### src/rtl/uart_rx_fifo_if.sv
// rtl/uart_rx_fifo_if.sv - serial-in / byte-FIFO-out signal bundle for uart_rx_fifo
interface uart_rx_fifo_if #(
  parameter int DEPTH = 16
) ();
  localparam int AW = $clog2(DEPTH);

  logic          rx_i;
  logic          pop_i;
  logic          clr_err_i;
  logic [7:0]    data_out_o;
  logic          empty_o;
  logic          full_o;
  logic [AW:0]   count_o;
  logic          frame_err_o;
  logic          overrun_o;
  logic          parity_err_o;

  modport master (
    output rx_i, pop_i, clr_err_i,
    input  data_out_o, empty_o, full_o, count_o, frame_err_o, overrun_o, parity_err_o
  );

  modport slave (
    input  rx_i, pop_i, clr_err_i,
    output data_out_o, empty_o, full_o, count_o, frame_err_o, overrun_o, parity_err_o
  );
endinterface

### src/rtl/uart_rx_fifo.sv
// rtl/uart_rx_fifo.sv - 16x oversampled UART receiver feeding a first-word-fall-through byte FIFO
// UART_RX_PARITY_EN selects an 8E1 frame with a sticky parity_err; default build is 8N1.
module uart_rx_fifo #(
  parameter int CLK_HZ = 50_000_000,
  parameter int BAUD   = 115200,
  parameter int DEPTH  = 16
) (
  input  logic          clk_i,
  input  logic          rst_ni,
  uart_rx_fifo_if.slave bus
);
  localparam int DIV = CLK_HZ / (BAUD * 16);
  localparam int TW  = $clog2(DIV);
  localparam int AW  = $clog2(DEPTH);
  localparam int CW  = AW + 1;

  typedef enum logic [2:0] {
    S_IDLE,
    S_START,
    S_DATA,
`ifdef UART_RX_PARITY_EN
    S_PARITY,
`endif
    S_STOP
  } state_e;

  logic          rx_meta_q, rx_sync_q;
  logic [TW-1:0] tick_cnt_q, tick_cnt_d;
  logic          tick;
  state_e        state_q, state_d;
  logic [3:0]    s_q, s_d;
  logic [2:0]    idx_q, idx_d;
  logic [7:0]    shift_q, shift_d;
  logic          stop_sample, push_req, frame_set;
`ifdef UART_RX_PARITY_EN
  logic          par_bad_q, par_bad_d, parity_set, parity_err_q, parity_err_d;
`endif

  logic [7:0]    mem [DEPTH];
  logic [AW-1:0] wr_ptr_q, wr_ptr_d, rd_ptr_q, rd_ptr_d;
  logic [CW-1:0] count_q, count_d;
  logic          frame_err_q, frame_err_d, overrun_q, overrun_d;
  logic          empty, full, do_push, do_pop;

  // Tick counter is held at zero while idle so sampling phases line up with the start edge.
  always_comb begin
    tick = (tick_cnt_q == TW'(DIV - 1));
    if (state_q == S_IDLE || tick) tick_cnt_d = '0;
    else                           tick_cnt_d = tick_cnt_q + TW'(1);
  end

  always_ff @(posedge clk_i or negedge rst_ni) begin
    if (!rst_ni) begin
      rx_meta_q  <= 1'b1;
      rx_sync_q  <= 1'b1;
      tick_cnt_q <= '0;
      state_q    <= S_IDLE;
      s_q        <= '0;
      idx_q      <= '0;
      shift_q    <= '0;
`ifdef UART_RX_PARITY_EN
      par_bad_q  <= 1'b0;
`endif
    end else begin
      rx_meta_q  <= bus.rx_i;
      rx_sync_q  <= rx_meta_q;
      tick_cnt_q <= tick_cnt_d;
      state_q    <= state_d;
      s_q        <= s_d;
      idx_q      <= idx_d;
      shift_q    <= shift_d;
`ifdef UART_RX_PARITY_EN
      par_bad_q  <= par_bad_d;
`endif
    end
  end

  always_comb begin
    state_d = state_q;
    s_d     = s_q;
    idx_d   = idx_q;
    shift_d = shift_q;
`ifdef UART_RX_PARITY_EN
    par_bad_d = par_bad_q;
`endif
    case (state_q)
      S_IDLE: begin
        s_d = '0;
        if (!rx_sync_q) state_d = S_START;
      end
      S_START: if (tick) begin
        if (s_q == 4'd7) begin
          s_d     = '0;
          idx_d   = '0;
          state_d = rx_sync_q ? S_IDLE : S_DATA;
`ifdef UART_RX_PARITY_EN
          par_bad_d = 1'b0;
`endif
        end else begin
          s_d = s_q + 4'd1;
        end
      end
      S_DATA: if (tick) begin
        s_d = s_q + 4'd1;
        if (s_q == 4'd15) begin
          shift_d = {rx_sync_q, shift_q[7:1]};
          idx_d   = idx_q + 3'd1;
`ifdef UART_RX_PARITY_EN
          if (idx_q == 3'd7) state_d = S_PARITY;
`else
          if (idx_q == 3'd7) state_d = S_STOP;
`endif
        end
      end
`ifdef UART_RX_PARITY_EN
      S_PARITY: if (tick) begin
        s_d = s_q + 4'd1;
        if (s_q == 4'd15) begin
          par_bad_d = ((^shift_q) != rx_sync_q);
          state_d   = S_STOP;
        end
      end
`endif
      S_STOP: if (tick) begin
        s_d = s_q + 4'd1;
        // Leaving at mid-stop-bit lets the next start edge be caught without a gap.
        if (s_q == 4'd15) state_d = S_IDLE;
      end
      default: state_d = S_IDLE;
    endcase
  end

  always_comb begin
    stop_sample = (state_q == S_STOP) && tick && (s_q == 4'd15);
    frame_set   = stop_sample && !rx_sync_q;
`ifdef UART_RX_PARITY_EN
    push_req    = stop_sample && rx_sync_q && !par_bad_q;
    parity_set  = (state_q == S_PARITY) && tick && (s_q == 4'd15) && ((^shift_q) != rx_sync_q);
`else
    push_req    = stop_sample && rx_sync_q;
`endif
  end

  assign empty   = (count_q == '0);
  assign full    = (count_q == CW'(DEPTH));
  assign do_pop  = bus.pop_i && !empty;
  // A pop in the same cycle frees the slot, so a full FIFO can still accept the byte.
  assign do_push = push_req && (!full || do_pop);

  always_comb begin
    wr_ptr_d    = do_push ? wr_ptr_q + AW'(1) : wr_ptr_q;
    rd_ptr_d    = do_pop  ? rd_ptr_q + AW'(1) : rd_ptr_q;
    count_d     = count_q;
    if (do_push && !do_pop) count_d = count_q + CW'(1);
    if (do_pop && !do_push) count_d = count_q - CW'(1);
    frame_err_d = frame_set || (frame_err_q && !bus.clr_err_i);
    overrun_d   = (push_req && full && !do_pop) || (overrun_q && !bus.clr_err_i);
`ifdef UART_RX_PARITY_EN
    parity_err_d = parity_set || (parity_err_q && !bus.clr_err_i);
`endif
  end

  always_ff @(posedge clk_i) begin
    if (do_push) mem[wr_ptr_q] <= shift_q;
  end

  always_ff @(posedge clk_i or negedge rst_ni) begin
    if (!rst_ni) begin
      wr_ptr_q     <= '0;
      rd_ptr_q     <= '0;
      count_q      <= '0;
      frame_err_q  <= 1'b0;
      overrun_q    <= 1'b0;
`ifdef UART_RX_PARITY_EN
      parity_err_q <= 1'b0;
`endif
    end else begin
      wr_ptr_q     <= wr_ptr_d;
      rd_ptr_q     <= rd_ptr_d;
      count_q      <= count_d;
      frame_err_q  <= frame_err_d;
      overrun_q    <= overrun_d;
`ifdef UART_RX_PARITY_EN
      parity_err_q <= parity_err_d;
`endif
    end
  end

  assign bus.data_out_o  = empty ? 8'h00 : mem[rd_ptr_q];
  assign bus.empty_o     = empty;
  assign bus.full_o      = full;
  assign bus.count_o     = count_q;
  assign bus.frame_err_o = frame_err_q;
  assign bus.overrun_o   = overrun_q;
`ifdef UART_RX_PARITY_EN
  assign bus.parity_err_o = parity_err_q;
`else
  assign bus.parity_err_o = 1'b0;
`endif
endmodule

### src/flat_wrapper.sv
// flat-port wrapper written by rule: the top's interface ports become plain ports
module uart_rx_fifo_flat 
#(
  parameter int CLK_HZ = 50_000_000,
  parameter int BAUD   = 115200,
  parameter int DEPTH  = 16
)
  (clk_i, rst_ni, bus_rx_i, bus_pop_i, bus_clr_err_i, bus_data_out_o, bus_empty_o, bus_full_o, bus_count_o, bus_frame_err_o, bus_overrun_o, bus_parity_err_o);
  uart_rx_fifo_if #(.DEPTH(DEPTH)) bus_i ();
  input  logic clk_i;
  input  logic rst_ni;
  input wire logic [$bits(bus_i.rx_i)-1:0] bus_rx_i;
  input wire logic [$bits(bus_i.pop_i)-1:0] bus_pop_i;
  input wire logic [$bits(bus_i.clr_err_i)-1:0] bus_clr_err_i;
  output wire logic [$bits(bus_i.data_out_o)-1:0] bus_data_out_o;
  output wire logic [$bits(bus_i.empty_o)-1:0] bus_empty_o;
  output wire logic [$bits(bus_i.full_o)-1:0] bus_full_o;
  output wire logic [$bits(bus_i.count_o)-1:0] bus_count_o;
  output wire logic [$bits(bus_i.frame_err_o)-1:0] bus_frame_err_o;
  output wire logic [$bits(bus_i.overrun_o)-1:0] bus_overrun_o;
  output wire logic [$bits(bus_i.parity_err_o)-1:0] bus_parity_err_o;
  assign bus_i.rx_i = bus_rx_i;
  assign bus_i.pop_i = bus_pop_i;
  assign bus_i.clr_err_i = bus_clr_err_i;
  assign bus_data_out_o = bus_i.data_out_o;
  assign bus_empty_o = bus_i.empty_o;
  assign bus_full_o = bus_i.full_o;
  assign bus_count_o = bus_i.count_o;
  assign bus_frame_err_o = bus_i.frame_err_o;
  assign bus_overrun_o = bus_i.overrun_o;
  assign bus_parity_err_o = bus_i.parity_err_o;
  uart_rx_fifo #(.CLK_HZ(CLK_HZ), .BAUD(BAUD), .DEPTH(DEPTH)) u_core (.clk_i(clk_i), .rst_ni(rst_ni), .bus(bus_i));
endmodule
### config.mk
export PLATFORM = sky130hd
export DESIGN_NAME = uart_rx_fifo_flat
export DESIGN_NICKNAME = d
export VERILOG_FILES = /design/src/rtl/uart_rx_fifo_if.sv /design/src/rtl/uart_rx_fifo.sv /design/src/flat_wrapper.sv
export SDC_FILE = /design/constraint.sdc
export NUM_CORES = 1
export LEC_CHECK = 0
export ABC_AREA = 1
export CORE_ASPECT_RATIO = 0.6
export CORE_MARGIN = 4
export CORE_UTILIZATION = 30
export DETAILED_ROUTE_END_ITERATION = 7
export PLACE_DENSITY_LB_ADDON = 0.25
export SLEW_MARGIN = 10
export SYNTH_ARGS = -nofsm -noshare
export SYNTH_HDL_FRONTEND = slang
export SYNTH_SLANG_ARGS = --single-unit
export TNS_END_PERCENT = 100
### constraint.sdc
create_clock -name clk_i -period 2.9 [get_ports clk_i]
set_clock_uncertainty 0.1 [all_clocks]
set_input_delay 0.58 -clock clk_i [delete_from_list [all_inputs] [get_ports clk_i]]
set_output_delay 0.58 -clock clk_i [all_outputs]
set_load 0.01 [all_outputs]
Yosys cells after proc, flatten, opt, wreduce, memory -nomap -nowiden --
Memory sizes are Yosys's and may differ from the RTL's. Index checks and enable logic that the tools add are counted.
Operators by class: $add $sub $neg 7, eq/ne operators 17, multiplexer cells 25, reduce and logical (&&, ||, !) cells 32
Operators with widths (count):
- 3-bit 2-to-1 mux | 12
- 2-bit by 1-bit inequality test with 1-bit output (second input constant) | 8
- 5-bit 2-to-1 mux | 3
- 4-bit by 1-bit adder with 4-bit output (second input constant) | 3
- 1-bit logical AND | 12
- 4-bit 2-to-1 mux | 3
- 3-bit case mux with 4 select lines | 1
- 4-bit case mux with 3 select lines | 1
- 5-bit by 1-bit adder with 5-bit output (second input constant) | 2
- 5-bit == test (second input constant) | 2
- 8-bit 2-to-1 mux | 1
- 8-bit AND reduction | 1
- 3-bit by 2-bit == test with 1-bit output (second input constant) | 2
- 1-bit zero test | 6
- 3-bit case mux with 2 select lines | 1
- 3-bit AND reduction | 2
- 5-bit zero test | 1
- 5-bit AND reduction | 1
- 5-bit by 1-bit subtractor with 5-bit output (second input constant) | 1
- 4-bit by 3-bit == test with 1-bit output (second input constant) | 1
- 4-bit == test (second input constant) | 1
- 1-bit logical OR | 4
- 2-bit nonzero test | 2
- 3-bit by 1-bit adder with 3-bit output (second input constant) | 1
- 8 further kinds | 9
Storage, ports and cells: register bits after elaboration 40, RAM bits 128, input port bits 5, output and inout bits 18, memories 1
Memory list:
- u_core.mem | depth 16, width 8, read ports 1, clocked after Yosys merged registers in 0, write ports 1, line uart_rx_fifo.sv:39 | logic [7:0] mem [DEPTH];

Depth between registers and ports, before layout --
Gate-level depths: netlist (run 1).
depth after elaboration 8, gate-level depth with buffers 18, gate-level depth less buffers 18

Worst setup path after synthesis (run 1) --
No wires, ideal clock.
path type register to register, start point register u_core.tick_cnt_q[0], end point memory u_core.mem[11][0] (enable), setup time 0.370 ns, arrival time 1.816 ns, data required time 2.430 ns, path slack 0.613 ns, cell stages (with the launch flop) 11, clock period less this slack 2.287 ns, cells stage by stage dfrtp_1 -> inv_1 -> ha_1 -> nand2_2 -> nor2_4 -> nand2_4 -> clkinv_2 -> nand3_2 -> a21oi_4 -> nand2_1 -> nor2_1
Between the ends: longest elaborated chain between the ends 7
RTL lines:
- from (decl) | line uart_rx_fifo.sv:28 | logic [TW-1:0] tick_cnt_q, tick_cnt_d;
- from (signal assigned) | line uart_rx_fifo.sv:67 | tick_cnt_q <= tick_cnt_d;
- 5-bit == test | line uart_rx_fifo.sv:47 | tick = (tick_cnt_q == TW'(DIV - 1));
- 1-bit logical AND (2 in a row) | line uart_rx_fifo.sv:134 | stop_sample = (state_q == S_STOP) && tick && (s_q == 4'd15);
- 1-bit logical AND | line uart_rx_fifo.sv:140 | push_req = stop_sample && rx_sync_q;
- 1-bit logical AND | line uart_rx_fifo.sv:148 | assign do_push = push_req && (!full || do_pop);
- 1-bit 2-to-1 mux | line uart_rx_fifo.sv:164 | if (do_push) mem[wr_ptr_q] <= shift_q;
- 1-bit 2-to-1 mux (implied by the code) | line uart_rx_fifo.sv:164
- to (decl) | line uart_rx_fifo.sv:39
No other way between the ends.

Worst setup path in the final report (run 1) --
start point register u_core.rd_ptr_q[0], end point output port bus_data_out_o[5]
Between the ends: longest elaborated chain between the ends 2
RTL lines:
- from (decl) | line uart_rx_fifo.sv:40 | logic [AW-1:0] wr_ptr_q, wr_ptr_d, rd_ptr_q, rd_ptr_d;
- from (signal assigned) | line uart_rx_fifo.sv:179 | rd_ptr_q <= rd_ptr_d;
- memory 16 x 8 bit
- 8-bit 2-to-1 mux | line uart_rx_fifo.sv:189 | assign bus.data_out_o = empty ? 8'h00 : mem[rd_ptr_q];
- to (decl) | line flat_wrapper.sv:15 | output wire logic [$bits(bus_i.data_out_o)-1:0] bus_data_out_o;
No other way between the ends.

==> metrics.csv, run 1 <==
stage,metric,value,unit
logic_synthesis,netlist_area,7120,um^2
final_layout,areaGrowthSynthToFinish,22.7,%
clock_tree,cts_max_level,4,
sta,hold_viol_final,0,
grt,grt_use_total,14.1,%
final_layout,fin_nets,680,
sta,min_period,2810,ps
logic_synthesis,synth_edf_count,128,
drt,routed_wl,17900,um
die,die_area,26300,um^2
grt,first_global_vias,4810,
pwr,power.share.switching,34.9,%
clock_tree,cts_tree,done,
grt,grt_overflow,0,
sta,setup_viol,0,
pwr,power_switching,2780,uW
die,die_h,127,um
grt,antenna_found_initial,1,
sta,rsz0062_at_grt,no,
logic_synthesis,synth_ff_type,edfxtp_1,
logic_synthesis,ys_seq_area_share,67.7,%
final_layout,final_cells,987,
worst_setup_path,critPathLaunchType,flip-flop,
logic_synthesis,syn-num-nets,620,
drt,ant_nets,0,
sta,max-slew-margin-rel,37.3,%
place,dpl_cell_area,7910,um^2
pwr,seqPwrFrac,34.1,%
run_status,outcome,completed,
grt,grt_first_pass_wirelength,27700,um
sta,setup_tns,0,ps
worst_setup_path,critPathLaunch,u_core.rd_ptr_q[0]$_DFFE_PN0P_,
pwr,pwr_density_cell,910,nW/um^2
pwr,p_int,5180,uW
place,io_buffer_count,21,
pwr,power_leakage,0.00355,uW
sta,period_share,96.8,%
final_layout,finalInstanceArea,8740,um^2
logic_synthesis,async_flop_share,23.4,%
pwr,combPwrFrac,38.4,%
grt,grt_max_degree,40,
worst_setup_path,worst-setup-path-type,reg2out,
place,numPlacedInstances,944,
worst_setup_path,crit_path_max_fanout,8,
die,ios,23,
die,rows,43,
final_layout,insertedDiodeCount,0,
sta,layout_setup_ws,92.8,ps
clock_tree,clock_path_buffers,2,
worst_setup_path,cp.required,2220,ps
run,maxCapViolations,0,
logic_synthesis,synth_common_cells,"edfxtp_1 (128), nor2_1 (100), o21ai_0 (86)",
worst_setup_path,cp_data_arrival_time,2130,ps
logic_synthesis,netlist.area_leader.share,54.0,%
drt,drt_iter0_markers,402,
drt,firstDrtPassIters,5,
logic_synthesis,ys_warn_count,0,
die,initial_core_util,30.6,%
logic_synthesis,ys_seq_elements,167,
drt,drc,0,
drt,vias,4841,
drt,via_per_inst,4.90,
drt,wire_per_inst,18.1,um
clock_tree,clkTransAtPathRegs,60,ps
worst_setup_path,critPathCaptureType,output port,
sta,slew_violations,0,
die,core_region_area,23200,um^2
place,gp_congestion,0.870,
logic_synthesis,yosysTopAreaCell,edfxtp_1,
pwr,power.total,7960,uW
pwr,p_clk_share,27.5,%
clock_tree,cts_buffers,17,
place,pre_cts_ws,-32.0,ps
logic_synthesis,avgSynthCellArea,11.9,um^2
clock_tree,clock-sinks,167,
clock_tree,worstSkewPairLatency,430,ps
place,hpwl,11700,um
pwr,peakVddDrop,0.523,mV
clock_tree,ctsRootBufferMaster,clkbuf_16,
logic_synthesis,yosysMostFrequentCell,edfxtp_1,
sta,clock.fmax,356,MHz
final_layout,drive_gt1_share,18.9,%
worst_hold_path,hp-class,in2async,
worst_setup_path,reg2reg_from,u_core.tick_cnt_q[0]$_DFF_PN0_,
logic_synthesis,synth_area_leaders,"edfxtp_1 (54%), dfrtp_1 (13%), o21ai_0 (6.0%)",
sta,worst_pin_slew,940,ps
logic_synthesis,synth.distinct_cells,36,
logic_synthesis,synth_cells,599,
die,die_x,207,um
[power by group through the flow]
stage          clock network [uW]  logic, uW  registers [uW]
6_report                     2190       3050            2720
5_1_grt                      2360       3310            2730
4_1_cts                      2230       2940            2730
3_5_place_dp                    0       2630            2760
3_3_place_gp                    0       2600            2750
2_1_floorplan                   0       1480            2750
[critical path: stages, from the launching register on]
cell,delay (ps)
dfrtp_2,430
clkinv_4,100
buf_6,100
buf_6,130
buf_16,130
o21ai_0,90
o221ai_2,200
nand3_1,100
a21oi_1,170
clkdlybuf4s15_2,250
[placed cells by master, fill, tap and decap left out, types with 5 or more instances in the layout]
| cell type | count |
|---|---|
| clkdlybuf4s50_1 | 12 |
| nand2_1 | 50 |
| inv_1 | 31 |
| o22ai_2 | 5 |
| o221ai_1 | 16 |
| nand3_1 | 27 |
| o21ai_1 | 7 |
| ha_1 | 16 |
| o21ai_0 | 79 |
| xor2_1 | 12 |
| clkinv_1 | 5 |
| edfxtp_1 | 128 |
| a21oi_1 | 13 |
| nand2_4 | 5 |
| buf_4 | 33 |
| clkbuf_2 | 5 |
| o221ai_2 | 8 |
| dfrtp_1 | 35 |
| nor2_1 | 99 |
| clkbuf_16 | 17 |
| buf_12 | 5 |
[registers in the layout (all words and copies together), names as in the netlist]
signal	cells
u_core.bus.frame_err_o	1
u_core.tick_cnt_q	5
u_core.bus.count_o	5
u_core.s_q	4
u_core.wr_ptr_q	4
u_core.rx_sync_q	1
u_core.rd_ptr_q	4
u_core.state_q	2
u_core.idx_q	3
u_core.mem	128
u_core.rx_meta_q	1
u_core.shift_q	8
u_core.bus.overrun_o	1
[stage by stage]
step,util (%),hold slack [ps]
after floorplan,-,184
after global placement,34.0,250
after detailed placement,34.0,247
after CTS,37.4,214
after global routing,37.6,259
final,37.6,195
[cell type report]
class	instances	area, um^2
clock inverters	12	128
well taps	315	394
repair buffers	67	667
multi-input cells	366	2120
fillers	2212	14500
inverters	40	164
clock buffers	20	437
flip-flops and latches	167	4820
[cell families after synthesis]
group                    count (synthesis)  share of synthesized area [%]
buffers and inverters                   66                           3.76
XOR/XNOR                                13                           1.60
adder cells (fa/ha/maj)                 16                           2.81
multiplexers                             1                          0.158
AND/OR/NAND/NOR                        195                           12.3
AO/OA/AOI/OAI                          140                           11.6
flip-flops                             167                           67.7
other                                    1                         0.0527
[worst paths after layout]
| check | slack, ps | end | cells past startpoint |
|---|---|---|---|
| min in group clk_i | 260 | u_core.rx_sync_q$_DFF_PN1_ | 0 |
| max in group asynchronous | 1850 | u_core.rd_ptr_q[0]$_DFFE_PN0P_ | 1 |
| worst min-delay path | 190 | u_core.bus.count_o[0]$_DFFE_PN0P_ | 1 |
| worst min register to register | 260 | u_core.rx_sync_q$_DFF_PN1_ | 0 |
| worst max-delay path | 90 | bus_data_out_o[5] | 9 |
| worst max register to register | 340 | u_core.mem[8][2]$_DFFE_PP_ | 11 |
[routing by layer]
layer  routed length, um  track usage [%]  vias up
met1                8930             20.9     2431
met2                7670             20.3      139
met4                 170             3.77        0
met3                1120             3.98       12
li1                    -                -     2259
met5                   0                0        -
[repair_timing]
action | in CTS | in global routing
setup endpoints to repair | 8 | 8
pin swaps | 8 | 10
hold buffers | 0 | 0
hold endpoints to repair | 0 | 0
gates resized for setup | 45 | 24
gates cloned | 3 | 0
buffers inserted | 6 | 3
No activity file was read; power rests on OpenSTA's default activity.
==> run 2: changes to the inputs <==
- CORE_UTILIZATION: 30 -> 55
- PLACE_DENSITY: unset -> 0.72
- PLACE_DENSITY_LB_ADDON: 0.25 -> unset
==> run 2 against run 1 <==
  * Sequential share of layout area is 2.7 points higher
  * Hold slack worse by 13 ps
  * Flip-flop and latch count stayed put
==> metrics.csv, run 2 (synthesized netlist as in run 1, its figures left out) <==
stage,metric,value,unit
final_layout,largestRegisters,"u_core.mem (128), u_core.shift_q (8)",
sta,hold_viol_final,0,
clock_tree,clock_path_buffers,2,
clock_tree,worstSkewPairLatency,430,ps
clock_tree,cts_buffers,17,
worst_setup_path,critPathLaunchType,flip-flop,
grt,antenna_found_initial,0,
pwr,power_switching,2610,uW
worst_setup_path,cp.required,2220,ps
clock_tree,clkTransAtPathRegs,70,ps
grt,first_global_vias,4693,
worst_setup_path,max_stage_delay,420,ps
die,die_x,155,um
worst_setup_path,cp_top_family,buffers and inverters,
drt,highest_layer,met4,
run,maxCapViolations,0,
drt,via_per_inst,5.93,
sta,min_period,2770,ps
pwr,seqPwrFrac,36.3,%
final_layout,largest_reg_flops,128,
sta,clock.fmax,360,MHz
drt,vias,4881,
die,core_region_area,12400,um^2
worst_setup_path,critPathCaptureType,output port,
grt,grt_use_total,22.6,%
sta,setup_viol,0,
grt,grt_first_pass_wirelength,25300,um
worst_setup_path,crit_slowest_cell,dfrtp_1,
worst_setup_path,worst-setup-path-type,reg2out,
worst_setup_path,cp_num_buf_inv,3,
drt,routed_wl,16000,um
drt,wire_per_inst,19.4,um
final_layout,drive_gt1_share,14.7,%
worst_setup_path,path_cells,inv_1 > buf_12 > o21ai_0 > o221ai_1 > nand3_1 > a21oi_2 > dlygate4sd2_1,
pwr,power.share.switching,34.9,%
drt,drc,0,
final_layout,layout_common_cells,"edfxtp_1 (128), nor2_1 (100), o21ai_0 (86)",
die,initial_core_util,57.5,%
final_layout,mostFrequentLayoutCell,edfxtp_1,
place,gp_congestion,0.818,
sta,worst_pin_slew,913,ps
grt,grt_max_degree,40,
worst_setup_path,crit_path_max_fanout,22,
clock_tree,ctsRootBufferMaster,clkbuf_16,
drt,routed-wl-met2,7010,um
final_layout,fin_nets,666,
run_status,outcome,completed,
drt,drt_iter0_markers,607,
worst_setup_path,cp_data_arrival_time,2090,ps
sta,rsz0062_at_grt,no,
sta,slew_violations,0,
pwr,power_leakage,0.00351,uW
drt,firstDrtPassIters,5,
worst_hold_path,hp-class,in2async,
pwr,pwr_density_cell,897,nW/um^2
pwr,peakVddDrop,0.578,mV
place,io_buffer_count,21,
final_layout,areaGrowthSynthToFinish,17.1,%
pwr,p_clk_share,30.1,%
clock_tree,cts_tree,done,
drt,dr_wl_met3,1830,um
pwr,power.total,7470,uW
pwr,p_int,4870,uW
place,hpwl,10400,um
grt,grt_overflow,0,
pwr,combPwrFrac,33.6,%
clock_tree,clock-sinks,167,
drt,drt-met1-wl,6950,um
sta,period_share,95.7,%
drt,ant_nets,0,
sta,max-slew-margin-rel,39.2,%
die,ios,23,
final_layout,regMostFlops,u_core.mem,
clock_tree,cts_max_level,4,
die,die_h,96.1,um
die,rows,31,
die,die_area,14900,um^2
final_layout,insertedDiodeCount,0,
sta,hold-worst-slack,182,ps
clock_tree,postCtsSetupRepairBufs,0,
run 2: cell count changes in the layout (fill, tap and decap cells not counted), moves of 4 or more:
cell | before | now
inv_6 | 2 | 7
o221ai_2 | 8 | 0
o22ai_2 | 5 | 0
clkinv_1 | 5 | 1
o221ai_1 | 16 | 24
clkinvlp_4 | 4 | 0
o21ai_1 | 7 | 2
o21ai_0 | 79 | 86
o22ai_1 | 4 | 9
buf_4 | 33 | 26
run 2: stage by stage:
step / cell area [um^2] / setup TNS, ps / setup WS, ps / util (%) / cells
after global routing: 8340 / 0 / 10.4 / 67.4 / 823
after floorplan: 7120 / 0 / 613 / - / 599
after global placement: 7700 / 0 / 242 / 62.3 / 790
after CTS: 8300 / -277 / -153 / 67.1 / 822
final: 8340 / 0 / 125 / 67.4 / 823
after detailed placement: 7700 / 0 / 223 / 62.3 / 790
run 2: per-layer routing:
metal  GRT usage (%)  up-vias
met5               0        -
met4            5.80        0
met3            6.92       21
met2            33.7      266
met1            32.6     2369
li1                -     2225
run 2: worst paths after layout:
path,start,end,slack [ps],cells after the start
worst max-delay path,u_core.rd_ptr_q[1]$_DFFE_PN0P_,bus_data_out_o[5],130,7
worst min-delay path,rst_ni,u_core.bus.count_o[3]$_DFFE_PN0P_,180,1
worst max register to register,u_core.tick_cnt_q[0]$_DFF_PN0_,u_core.mem[7][3]$_DFFE_PP_,480,11
worst min register to register,u_core.rx_meta_q$_DFF_PN1_,u_core.rx_sync_q$_DFF_PN1_,260,0
max in group asynchronous,rst_ni,u_core.rd_ptr_q[0]$_DFFE_PN0P_,1880,1
min in group clk_i,u_core.rx_meta_q$_DFF_PN1_,u_core.rx_sync_q$_DFF_PN1_,260,0
run 2: final cells by class:
type                    instances  area, um^2
multi-input cells             366        2040
fillers                       861        4040
flip-flops and latches        167        4820
clock buffers                  20         479
inverters                      40         160
well taps                     165         206
clock inverters                12         118
repair buffers                 53         508
run 2: power by group through the flow:
stage	clock network [uW]	registers [uW]	logic [uW]
floorplan	0	2750	1480
global placement	0	2750	2400
detailed placement	0	2760	2460
CTS	2270	2710	2410
global route	2380	2720	2760
finish	2250	2710	2510
run 2: repair_timing:
item / CTS / global route
endpoints found under the setup margin: 8 / 7
hold buffers: 0 / 0
pin swaps: 0 / 1
gates resized for setup: 8 / 11
gates cloned: 0 / 1
run 2: worst reg2reg max path, stage by stage, from the launching register on:
cell and delay, ps:
dfrtp_1 410, inv_1 70, ha_1 150, nand2_2 60, nor2_4 200, nand2_4 80, clkinv_2 80, nand3_2 90
a21oi_4 290, nand2_1 220, nor2_1 140, buf_4 220
==> run 3: changes to the inputs <==
- HOLD_SLACK_MARGIN: unset -> 0.1
==> results of run 3 <==
Same layout as run 2: the final DEF is identical, and so are final timing and power.
